File: src/rtl/riscv_defines.sv
// ---------------------------------------------------------------------------
// riscv_defines
//   Shared constants for the core datapath: ALU operation encodings and the
//   tag-check policy encodings held in the Tag Check Register.
//   No ports; imported by the datapath and tag-check blocks.
// ---------------------------------------------------------------------------
package riscv_defines;

    // ALU operation encodings
    localparam int unsigned ALU_OP_WIDTH = 7;

    localparam logic [ALU_OP_WIDTH-1:0] ALU_ADD  = 7'b0011000;
    localparam logic [ALU_OP_WIDTH-1:0] ALU_SUB  = 7'b0011001;
    localparam logic [ALU_OP_WIDTH-1:0] ALU_XOR  = 7'b0101111;
    localparam logic [ALU_OP_WIDTH-1:0] ALU_OR   = 7'b0101110;
    localparam logic [ALU_OP_WIDTH-1:0] ALU_AND  = 7'b0010101;
    localparam logic [ALU_OP_WIDTH-1:0] ALU_SRA  = 7'b0100100;
    localparam logic [ALU_OP_WIDTH-1:0] ALU_SRL  = 7'b0100101;
    localparam logic [ALU_OP_WIDTH-1:0] ALU_SLL  = 7'b0100111;
    localparam logic [ALU_OP_WIDTH-1:0] ALU_LTS  = 7'b0000000;
    localparam logic [ALU_OP_WIDTH-1:0] ALU_LTU  = 7'b0000001;
    localparam logic [ALU_OP_WIDTH-1:0] ALU_EQ   = 7'b0001100;
    localparam logic [ALU_OP_WIDTH-1:0] ALU_NE   = 7'b0001101;

    // Tag-check policy encodings
    localparam int unsigned CHECK_MODE_WIDTH = 3;

    localparam logic [CHECK_MODE_WIDTH-1:0] CHECK_MODE_OFF = 3'd0; // never flag
    localparam logic [CHECK_MODE_WIDTH-1:0] CHECK_MODE_A   = 3'd1; // operand A tagged
    localparam logic [CHECK_MODE_WIDTH-1:0] CHECK_MODE_B   = 3'd2; // operand B tagged
    localparam logic [CHECK_MODE_WIDTH-1:0] CHECK_MODE_AB  = 3'd3; // either operand tagged
    localparam logic [CHECK_MODE_WIDTH-1:0] CHECK_MODE_RES = 3'd4; // result tagged

endpackage : riscv_defines

File: src/rtl/riscv_tag_check_decode.sv
// ---------------------------------------------------------------------------
// riscv_tag_check_decode
//   Purely combinational policy decode: given the active check mode and the
//   operand/result tags, says whether this instruction violates the policy.
//   Unknown mode encodings never flag, so a misprogrammed register fails open
//   rather than wedging the pipeline with spurious exceptions.
//
//   Ports:
//     check_mode_i  policy from the Tag Check Register
//     tag_a_i       source operand A tag
//     tag_b_i       source operand B tag
//     tag_result_i  destination tag from the tag ALU
//     violation_o   1 when the selected tags indicate a violation
// ---------------------------------------------------------------------------
module riscv_tag_check_decode
    import riscv_defines::*;
(
    input  logic [CHECK_MODE_WIDTH-1:0] check_mode_i,
    input  logic                        tag_a_i,
    input  logic                        tag_b_i,
    input  logic                        tag_result_i,
    output logic                        violation_o
);

    always_comb begin
        // NOTE: default assignment first so every path drives violation_o and
        // no latch is inferred.
        violation_o = 1'b0;
        unique case (check_mode_i)
            CHECK_MODE_OFF: violation_o = 1'b0;
            CHECK_MODE_A:   violation_o = tag_a_i;
            CHECK_MODE_B:   violation_o = tag_b_i;
            CHECK_MODE_AB:  violation_o = tag_a_i | tag_b_i;
            CHECK_MODE_RES: violation_o = tag_result_i;
            default:        violation_o = 1'b0;
        endcase
    end

endmodule : riscv_tag_check_decode

File: src/rtl/riscv_tag_check_unit.sv
// ---------------------------------------------------------------------------
// riscv_tag_check_unit
//   Tag security check for the EX stage. An enabled, valid check whose policy
//   decode flags a violation raises a tag exception request (one cycle later),
//   captures the faulting PC and holds the pipeline until the controller
//   acknowledges. Violations are counted in a saturating counter.
//
//   Ports:
//     clk, rst_n       clock, asynchronous active-low reset
//     enable_i         global tag-check enable
//     check_valid_i    instruction in EX requests a tag check
//     check_mode_i     check policy
//     tag_a_i/tag_b_i  source operand tags
//     tag_result_i     destination tag
//     pc_i             PC of the checked instruction
//     exc_ack_i        controller accepts the pending exception
//     cnt_clear_i      synchronous clear of the violation counter
//     exc_req_o        tag exception request (high while pending)
//     exc_pc_o         PC of the most recent faulting instruction
//     stall_o          pipeline hold (high while pending)
//     violation_cnt_o  saturating violation count
// ---------------------------------------------------------------------------
module riscv_tag_check_unit
    import riscv_defines::*;
#(
    parameter int unsigned PC_WIDTH  = 32,
    parameter int unsigned CNT_WIDTH = 16
) (
    input  logic                        clk,
    input  logic                        rst_n,
    input  logic                        enable_i,
    input  logic                        check_valid_i,
    input  logic [CHECK_MODE_WIDTH-1:0] check_mode_i,
    input  logic                        tag_a_i,
    input  logic                        tag_b_i,
    input  logic                        tag_result_i,
    input  logic [PC_WIDTH-1:0]         pc_i,
    input  logic                        exc_ack_i,
    input  logic                        cnt_clear_i,
    output logic                        exc_req_o,
    output logic [PC_WIDTH-1:0]         exc_pc_o,
    output logic                        stall_o,
    output logic [CNT_WIDTH-1:0]        violation_cnt_o
);

    typedef enum logic {
        IDLE    = 1'b0,
        PENDING = 1'b1
    } state_t;

    state_t               state_q;
    logic [PC_WIDTH-1:0]  exc_pc_q;
    logic [CNT_WIDTH-1:0] violation_cnt_q;

    logic violation;
    logic raise;

    riscv_tag_check_decode u_decode (
        .check_mode_i (check_mode_i),
        .tag_a_i      (tag_a_i),
        .tag_b_i      (tag_b_i),
        .tag_result_i (tag_result_i),
        .violation_o  (violation)
    );

    // A check is only considered while idle; anything arriving while an
    // exception is outstanding (including the ack cycle) is dropped.
    assign raise = (state_q == IDLE) && check_valid_i && enable_i && violation;

    always_ff @(posedge clk or negedge rst_n) begin
        if (!rst_n) begin
            // NOTE: non-blocking assignments throughout this block so every
            // register samples the pre-edge values of the others.
            state_q         <= IDLE;
            exc_pc_q        <= '0;
            violation_cnt_q <= '0;
        end else begin
            unique case (state_q)
                IDLE: begin
                    if (raise) begin
                        state_q  <= PENDING;
                        exc_pc_q <= pc_i;
                    end
                end
                PENDING: begin
                    // enable_i is deliberately not consulted: disabling checks
                    // must not silently cancel an outstanding exception.
                    if (exc_ack_i) begin
                        state_q <= IDLE;
                    end
                end
                default: state_q <= IDLE;
            endcase

            // Clear wins over a coincident violation.
            if (cnt_clear_i) begin
                violation_cnt_q <= '0;
            end else if (raise && (violation_cnt_q != {CNT_WIDTH{1'b1}})) begin
                violation_cnt_q <= violation_cnt_q + CNT_WIDTH'(1);
            end
        end
    end

    // Request and stall are direct decodes of the state flop, so both are
    // glitch-free and rise exactly one cycle after the violating edge.
    assign exc_req_o       = (state_q == PENDING);
    assign stall_o         = (state_q == PENDING);
    assign exc_pc_o        = exc_pc_q;
    assign violation_cnt_o = violation_cnt_q;

endmodule : riscv_tag_check_unit

File: config.mk
export PLATFORM = sky130hd
export DESIGN_NAME = riscv_tag_check_unit
export DESIGN_NICKNAME = d
export VERILOG_FILES = /design/src/rtl/riscv_defines.sv /design/src/rtl/riscv_tag_check_decode.sv /design/src/rtl/riscv_tag_check_unit.sv
export SDC_FILE = /design/constraint.sdc
export NUM_CORES = 1
export LEC_CHECK = 0
export CORE_MARGIN = 2
export CORE_UTILIZATION = 30
export DETAILED_ROUTE_END_ITERATION = 8
export PLACE_DENSITY = 0.63
export SYNTH_ARGS = -nofsm -noshare
export SYNTH_HDL_FRONTEND = slang
export SYNTH_SLANG_ARGS = --single-unit
File: constraint.sdc
create_clock -name clk -period 1.9 [get_ports clk]
set_input_delay 0.285 -clock clk [delete_from_list [all_inputs] [get_ports clk]]
set_output_delay 0.285 -clock clk [all_outputs]
set_load 0.01 [all_outputs]
==> flow_summary_export.csv, run 1 <==
group,metric,value,unit
place,dp_hpwl,3770,um
final_layout,final_common_cell,"clkdlybuf4s50_1",
timing,clock_skew,0.00419,ns
synth,synth_nets,209,
power,clkPwrFrac,19.9,%
detailed_routing,detail-route-antenna-nets,0,
power,leakage,1.58,nW
timing,max_slew.worst_pin.slew,0.462,ns
power,vdd_drop_max,0.000447,V
power,internal_power,0.00212,W
grt,grt_pass1_vias,1920,
critical_path,reg2reg_slack,0.13,ns
clock_tree,numCtsBuffers,5,
grt,gr-total-overflow,0,
power,swShare,25.5,%
timing,hold_violations,0,
synth,synth_largest_area_cell,"dfrtp_1",
clock_tree,h-tree-depth,2,
power,combPwrFrac,33.0,%
power,seqPwrFrac,47.0,%
synth,synth_edf_count,0,
final_layout,final_area,3670,sq um
floorplanning,die_area,8070,sq um
min_path,hp-class,"input port to asynchronous set/reset pin",
power,switchingPower,0.000724,W
synth,ys_warn_count,0,
synth,synth-main-ff-cell,"dfrtp_1",
final_layout,mostFrequentLayoutCells,"87 x clkdlybuf4s50_1, 49 x dfrtp_1, 18 x mux2_4",
timing,setup_viol,0,
timing,tns,0,ns
place,io_buffers,93,
timing,fin_crit,1.83,ns
floorplanning,die_y,89.8,um
critical_path,critical_path_required,2.12,ns
final_layout,nets,329,
detailed_routing,num_vias,1738,
place,gp_congestion,0.735,
critical_path,critPathLaunchType,"input port",
critical_path,critPathCaptureType,"flip-flop",
clock_tree,cts.sinks,49,
run_status,status,"finished clean",
floorplanning,placementRows,31,
timing,relSlewSlack,69.2,%
final_layout,syn2layout_area_growth,66.2,%
synth,yosysTopAreaCellShare,55.5,%
synth,avgSynthCellArea,13.5,sq um
power,power.density,773,nW/um^2
timing,slew_viol_final,0,
final_layout,nFillCells,646,
critical_path,critPathMaxFanout,4,
timing,fin_crit_sh,96.5,%
clock_tree,cts.root.buffer_cell,"clkbuf_8",
synth,synthCells,164,
floorplanning,core-area,7180,sq um
critical_path,crit_type,"input port to flip-flop",
timing,grt_setup_unrepaired,"true",
detailed_routing,wirelength,5390,um
detailed_routing,vias_per_cell,4.55,
final_layout,fin_cells,382,
floorplanning,io-pin-count,94,
detailed_routing,drtIter0Drc,9,
detailed_routing,drc,0,
clock_tree,clk_pin_slew,0.09,ns
floorplanning,die_w,89.8,um
critical_path,startpoint,"tag_a_i",
final_layout,diodes,0,
detailed_routing,wl_per_cell,14.1,um
clock_tree,clk_latency,0.29,ns
grt,grt_max_degree,34,
clock_tree,cts_tree,"yes",
floorplanning,initial_utilization,30.8,%
grt,grt_util_all_layers,13.8,%
grt,antenna_found_initial,0,
synth,async_reset_ff_share,100,%
detailed_routing,firstDrtPassIters,2,
synth,syn_area,2210,sq um
place,dp_cells,367,
grt,grt_pass1_wl,9200,um
synth,netlist-cell-type-count,36,
synth,yosysSeqAreaShare,55.5,%
place,post_dp_cell_area,3360,sq um
synth,synth.area.top_cells,"dfrtp_1 55%, mux2_2 16%, xor2_1 3.6%",
clock_tree,ctsLongestPathBuffers,2,
critical_path,r2r-start,"violation_cnt_o[0]",
final_layout,drive_above_1_share,29.0,%
synth,synth_seq_cells,49,
timing,max_freq,0.545,GHz
job,maxCapViolCount,0,
critical_path,crit_arrival,2.06,ns
metrics by stage:
stage	total power, W	setup WS (ns)	util (%)	hold slack, ns
final	0.00284	0.0663	51.2	0.463
after global routing	0.00299	0.00139	51.2	0.496
after CTS	0.00288	0.0753	50.8	0.454
after detailed placement	0.00220	-0.531	46.8	0.245
after global placement	0.00219	-0.506	46.8	0.252
after floorplan	0.00165	0.0540	-	-0.0106
cell families after synthesis:
logic type	Yosys count	share of synthesized area, %
fa+ha+maj	1	0.566
compound gates	13	5.04
mux	33	16.8
buf+inv	10	3.68
simple gates	45	13.4
flops	49	55.5
xor+xnor	13	5.15
layout make-up:
type                       count  area [sq um]  area share [%]
clock inverter                 1          5.00           0.136
timing repair buffer         122          1260            34.4
multi-input combinational    105           985            26.8
inverter                       1          3.75           0.102
clock buffer                   5          68.8            1.87
sequential                    49          1230            33.4
tap                           99           124            3.37
registers in the layout, indices dropped and copies added (netlist names):
| signal | cells |
|---|---|
| exc_pc_o | 32 |
| violation_cnt_o | 16 |
| exc_req_o | 1 |
power by group through the flow:
stage	Combinational, W	Sequential [W]	Clock, W
final	0.000938	0.00134	0.000567
after global routing	0.000998	0.00137	0.000629
after CTS	0.000952	0.00134	0.000589
after detailed placement	0.000850	0.00135	0
after global placement	0.000843	0.00135	0
after floorplan	0.000213	0.00144	0
synthesized netlist by cell type, types with 3 or more instances:
cell type and instances:
and3_1 7, buf_4 3, dfrtp_1 49, mux2_2 32
nand2_1 4, nand4_1 5, nor2_1 14, o211ai_1 3
o21ai_0 3, xnor2_1 4, xor2_1 9
path summary, 6_finish.rpt:
check	to	cells past startpoint
worst max register to register	violation_cnt_o[7]	6
min in group clk	exc_pc_o[11]	1
worst min-delay path	violation_cnt_o[13]	2
worst max-delay path	violation_cnt_o[7]	7
worst min register to register	exc_pc_o[11]	1
max in group asynchronous	exc_pc_o[26]	3
worst max-delay path, stage by stage:
cell	delay [ns]
clkdlybuf4s50_1	0.46
a221oi_1	0.12
a2111oi_4	0.35
buf_6	0.18
o211ai_1	0.12
or3_4	0.40
a21oi_2	0.14
timing repair:
action | 4_1_cts | 5_1_grt
setup endpoints to repair | 45 | 4
hold buffers | 1 | 0
resized for setup | 29 | 13
setup buffers | 5 | 1
hold endpoints to repair | 16 | 0
cloned | 2 | 0
pin swaps | 3 | 6
per-layer routing:
metal / up-vias / GRT usage (%) / routed length (um)
met5: - / 0 / 0
met1: 858 / 17.5 / 2420
met3: 8 / 3.94 / 310
li1: 822 / - / -
met4: 0 / 3.46 / 58
met2: 50 / 23.5 / 2600
Note: power is estimated with default switching activity, not from simulation.
==> run 2, diff against run 1 <==
--- a/config.mk
+++ b/config.mk
@@ -5,10 +5,12 @@
 export SDC_FILE = /design/constraint.sdc
 export NUM_CORES = 1
 export LEC_CHECK = 0
+export CELL_PAD_IN_SITES_DETAIL_PLACEMENT = 0
+export CELL_PAD_IN_SITES_GLOBAL_PLACEMENT = 1
 export CORE_MARGIN = 2
 export CORE_UTILIZATION = 30
 export DETAILED_ROUTE_END_ITERATION = 8
-export PLACE_DENSITY = 0.63
+export PLACE_DENSITY = 0.77
 export SYNTH_ARGS = -nofsm -noshare
 export SYNTH_HDL_FRONTEND = slang
 export SYNTH_SLANG_ARGS = --single-unit
==> run 2 against run 1 <==
Net effect:
- clock skew up 0.00080 ns
- maximum frequency increased by 1.3%
- clock power grew 4.8%
- largest cell class is now registers
- register-to-register slack barely moved
- first-iteration DRC count rose to 2.8 times the previous value
- clock-buffer cell count is 1 higher
- critical endpoint is now exc_pc_o[15]
- sequential power barely moved
- via count down 1.4%
- non-clock buffer count fell by 7
- sequential cell count stayed put
==> flow_summary_export.csv, run 2 (same netlist as run 1, synthesis figures left out) <==
group,metric,value,unit
critical_path,critPathCaptureType,"flip-flop",
critical_path,critical_path.slowest_cell,"or3b_4",
run_status,status,"finished clean",
clock_tree,h-tree-depth,2,
final_layout,final_area,3530,sq um
grt,grt_util_all_layers,13.2,%
grt,grt_pass1_wl,8670,um
timing,fin_ws,0.0897,ns
floorplanning,die_w,89.8,um
detailed_routing,num_vias,1713,
timing,relSlewSlack,67.8,%
floorplanning,placementRows,31,
floorplanning,core-area,7180,sq um
timing,max_slew.worst_pin.slew,0.484,ns
detailed_routing,wirelength,5230,um
final_layout,nFillCells,652,
critical_path,crit_chain,"dlygate4sd2_1 > or3b_4 > a2111oi_4 > buf_6 > buf_8 > buf_12 > mux2_2",
power,vdd_drop_max,0.000484,V
critical_path,critPathLaunchType,"input port",
clock_tree,cts.root.buffer_cell,"clkbuf_8",
power,leakage,1.46,nW
power,power.density,791,nW/um^2
clock_tree,cts.sinks,49,
final_layout,drive_above_1_share,25.9,%
timing,max_freq,0.552,GHz
grt,grt_max_degree,31,
clock_tree,clk_latency,0.29,ns
critical_path,critPathMaxFanout,7,
place,pre_cts_slack,-0.515,ns
timing,hold_violations,0,
place,dp_cells,359,
critical_path,crit_arrival,2.00,ns
timing,clock_skew,0.00498,ns
floorplanning,io-pin-count,94,
floorplanning,die_y,89.8,um
grt,antenna_found_initial,0,
detailed_routing,detail-route-antenna-nets,0,
place,post_dp_cell_area,3300,sq um
detailed_routing,vias_per_cell,4.54,
floorplanning,die_area,8070,sq um
final_layout,fin_util,49.2,%
final_layout,final_common_cell,"clkdlybuf4s50_1",
grt,grt_pass1_vias,1770,
clock_tree,numCtsBuffers,5,
detailed_routing,drtIter0Drc,25,
place,io_buffers,93,
final_layout,mostFrequentLayoutCells,"89 x clkdlybuf4s50_1, 49 x dfrtp_1, 31 x mux2_2",
timing,setup_viol,0,
job,maxCapViolCount,0,
critical_path,critical_path_required,2.09,ns
critical_path,crit_type,"input port to flip-flop",
timing,slew_viol_final,0,
timing,fin_crit,1.81,ns
timing,tns,0,ns
clock_tree,ctsLongestPathBuffers,2,
final_layout,fin_cells,377,
detailed_routing,drc,0,
final_layout,largest_register_ffs,32,
timing,fin_crit_sh,95.3,%
min_path,hp-class,"input port to asynchronous set/reset pin",
timing,grt_setup_unrepaired,"false",
detailed_routing,wl_per_cell,13.9,um
detailed_routing,firstDrtPassIters,4,
final_layout,nets,322,
clock_tree,clk_pin_slew,0.09,ns
clock_tree,cts_tree,"yes",
place,dp_hpwl,3620,um
floorplanning,initial_utilization,30.8,%
grt,gr-total-overflow,0,
final_layout,diodes,0,
place,gp_congestion,0.731,
critical_path,slowest_delay,0.38,ns
final_layout,syn2layout_area_growth,59.6,%
[run 2: changes by cell type in the layout (fill, tap and decap cells not counted), sizes merged]
cell and delta:
clkdlybuf4s50 +2, dlygate4sd2 +1, dlymetal6s2s -2, buf -8
clkbuf +1, clkinv +1
[run 2: worst paths after layout]
check                                         from                  to  slack [ns]  cells after the start
worst max-delay path                  tag_result_i        exc_pc_o[15]        0.09                      7
worst min-delay path                         rst_n  violation_cnt_o[0]        0.48                      2
worst max register to register  violation_cnt_o[0]  violation_cnt_o[3]        0.13                      7
worst min register to register        exc_pc_o[31]        exc_pc_o[31]        0.51                      1
max in group asynchronous                    rst_n  violation_cnt_o[3]        0.89                      3
min in group clk                      exc_pc_o[31]        exc_pc_o[31]        0.51                      1
[run 2: what timing repair did]
action,4_1_cts,5_1_grt
setup buffers,4,2
gates cloned,3,0
hold endpoints to repair,19,0
setup endpoints to repair,47,6
pin swaps,2,6
gates resized for setup,11,7
hold buffers,1,0
[run 2: layout make-up]
class / count / area [sq um] / share of cell area [%]
Sequential cell: 49 / 1230 / 34.7
Timing Repair Buffer: 115 / 1180 / 33.5
Inverter: 1 / 3.75 / 0.106
Clock inverter: 2 / 10.0 / 0.284
Multi-Input combinational cell: 105 / 910 / 25.8
Clock buffer: 6 / 72.6 / 2.06
Tap cell: 99 / 124 / 3.51
[run 2: stage by stage]
step / hold slack (ns) / total power (W)
after global placement: 0.272 / 0.00219
after global routing: 0.523 / 0.00294
after detailed placement: 0.275 / 0.00219
after floorplan: -0.0106 / 0.00165
after CTS: 0.485 / 0.00284
final: 0.478 / 0.00279
[run 2: per-layer routing]
metal / vias up / global-route usage (%) / wire length [um]
li1: 810 / - / -
met1: 836 / 17.2 / 2460
met2: 59 / 21.4 / 2360
met3: 8 / 4.02 / 348
met4: 0 / 3.85 / 67
met5: - / 0 / 0
[run 2: report_power, final]
part	leakage, nW	total, W	internal (W)	switching [W]
Clock	0.0450	0.000594	0.000256	0.000338
Combinational	0.800	0.000863	0.000580	0.000283
Sequential	0.617	0.00133	0.00123	0.000103
Total	1.46	0.00279	0.00207	0.000725
[run 2: worst max-delay path, delay by kind of cell]
| family | cells | cell delay, ns |
|---|---|---|
| AOI/OAI and AO/OA | 1 | 0.38 |
| and+or+nand+nor | 1 | 0.38 |
| muxes | 1 | 0.32 |
| buffers and inverters | 4 | 0.62 |
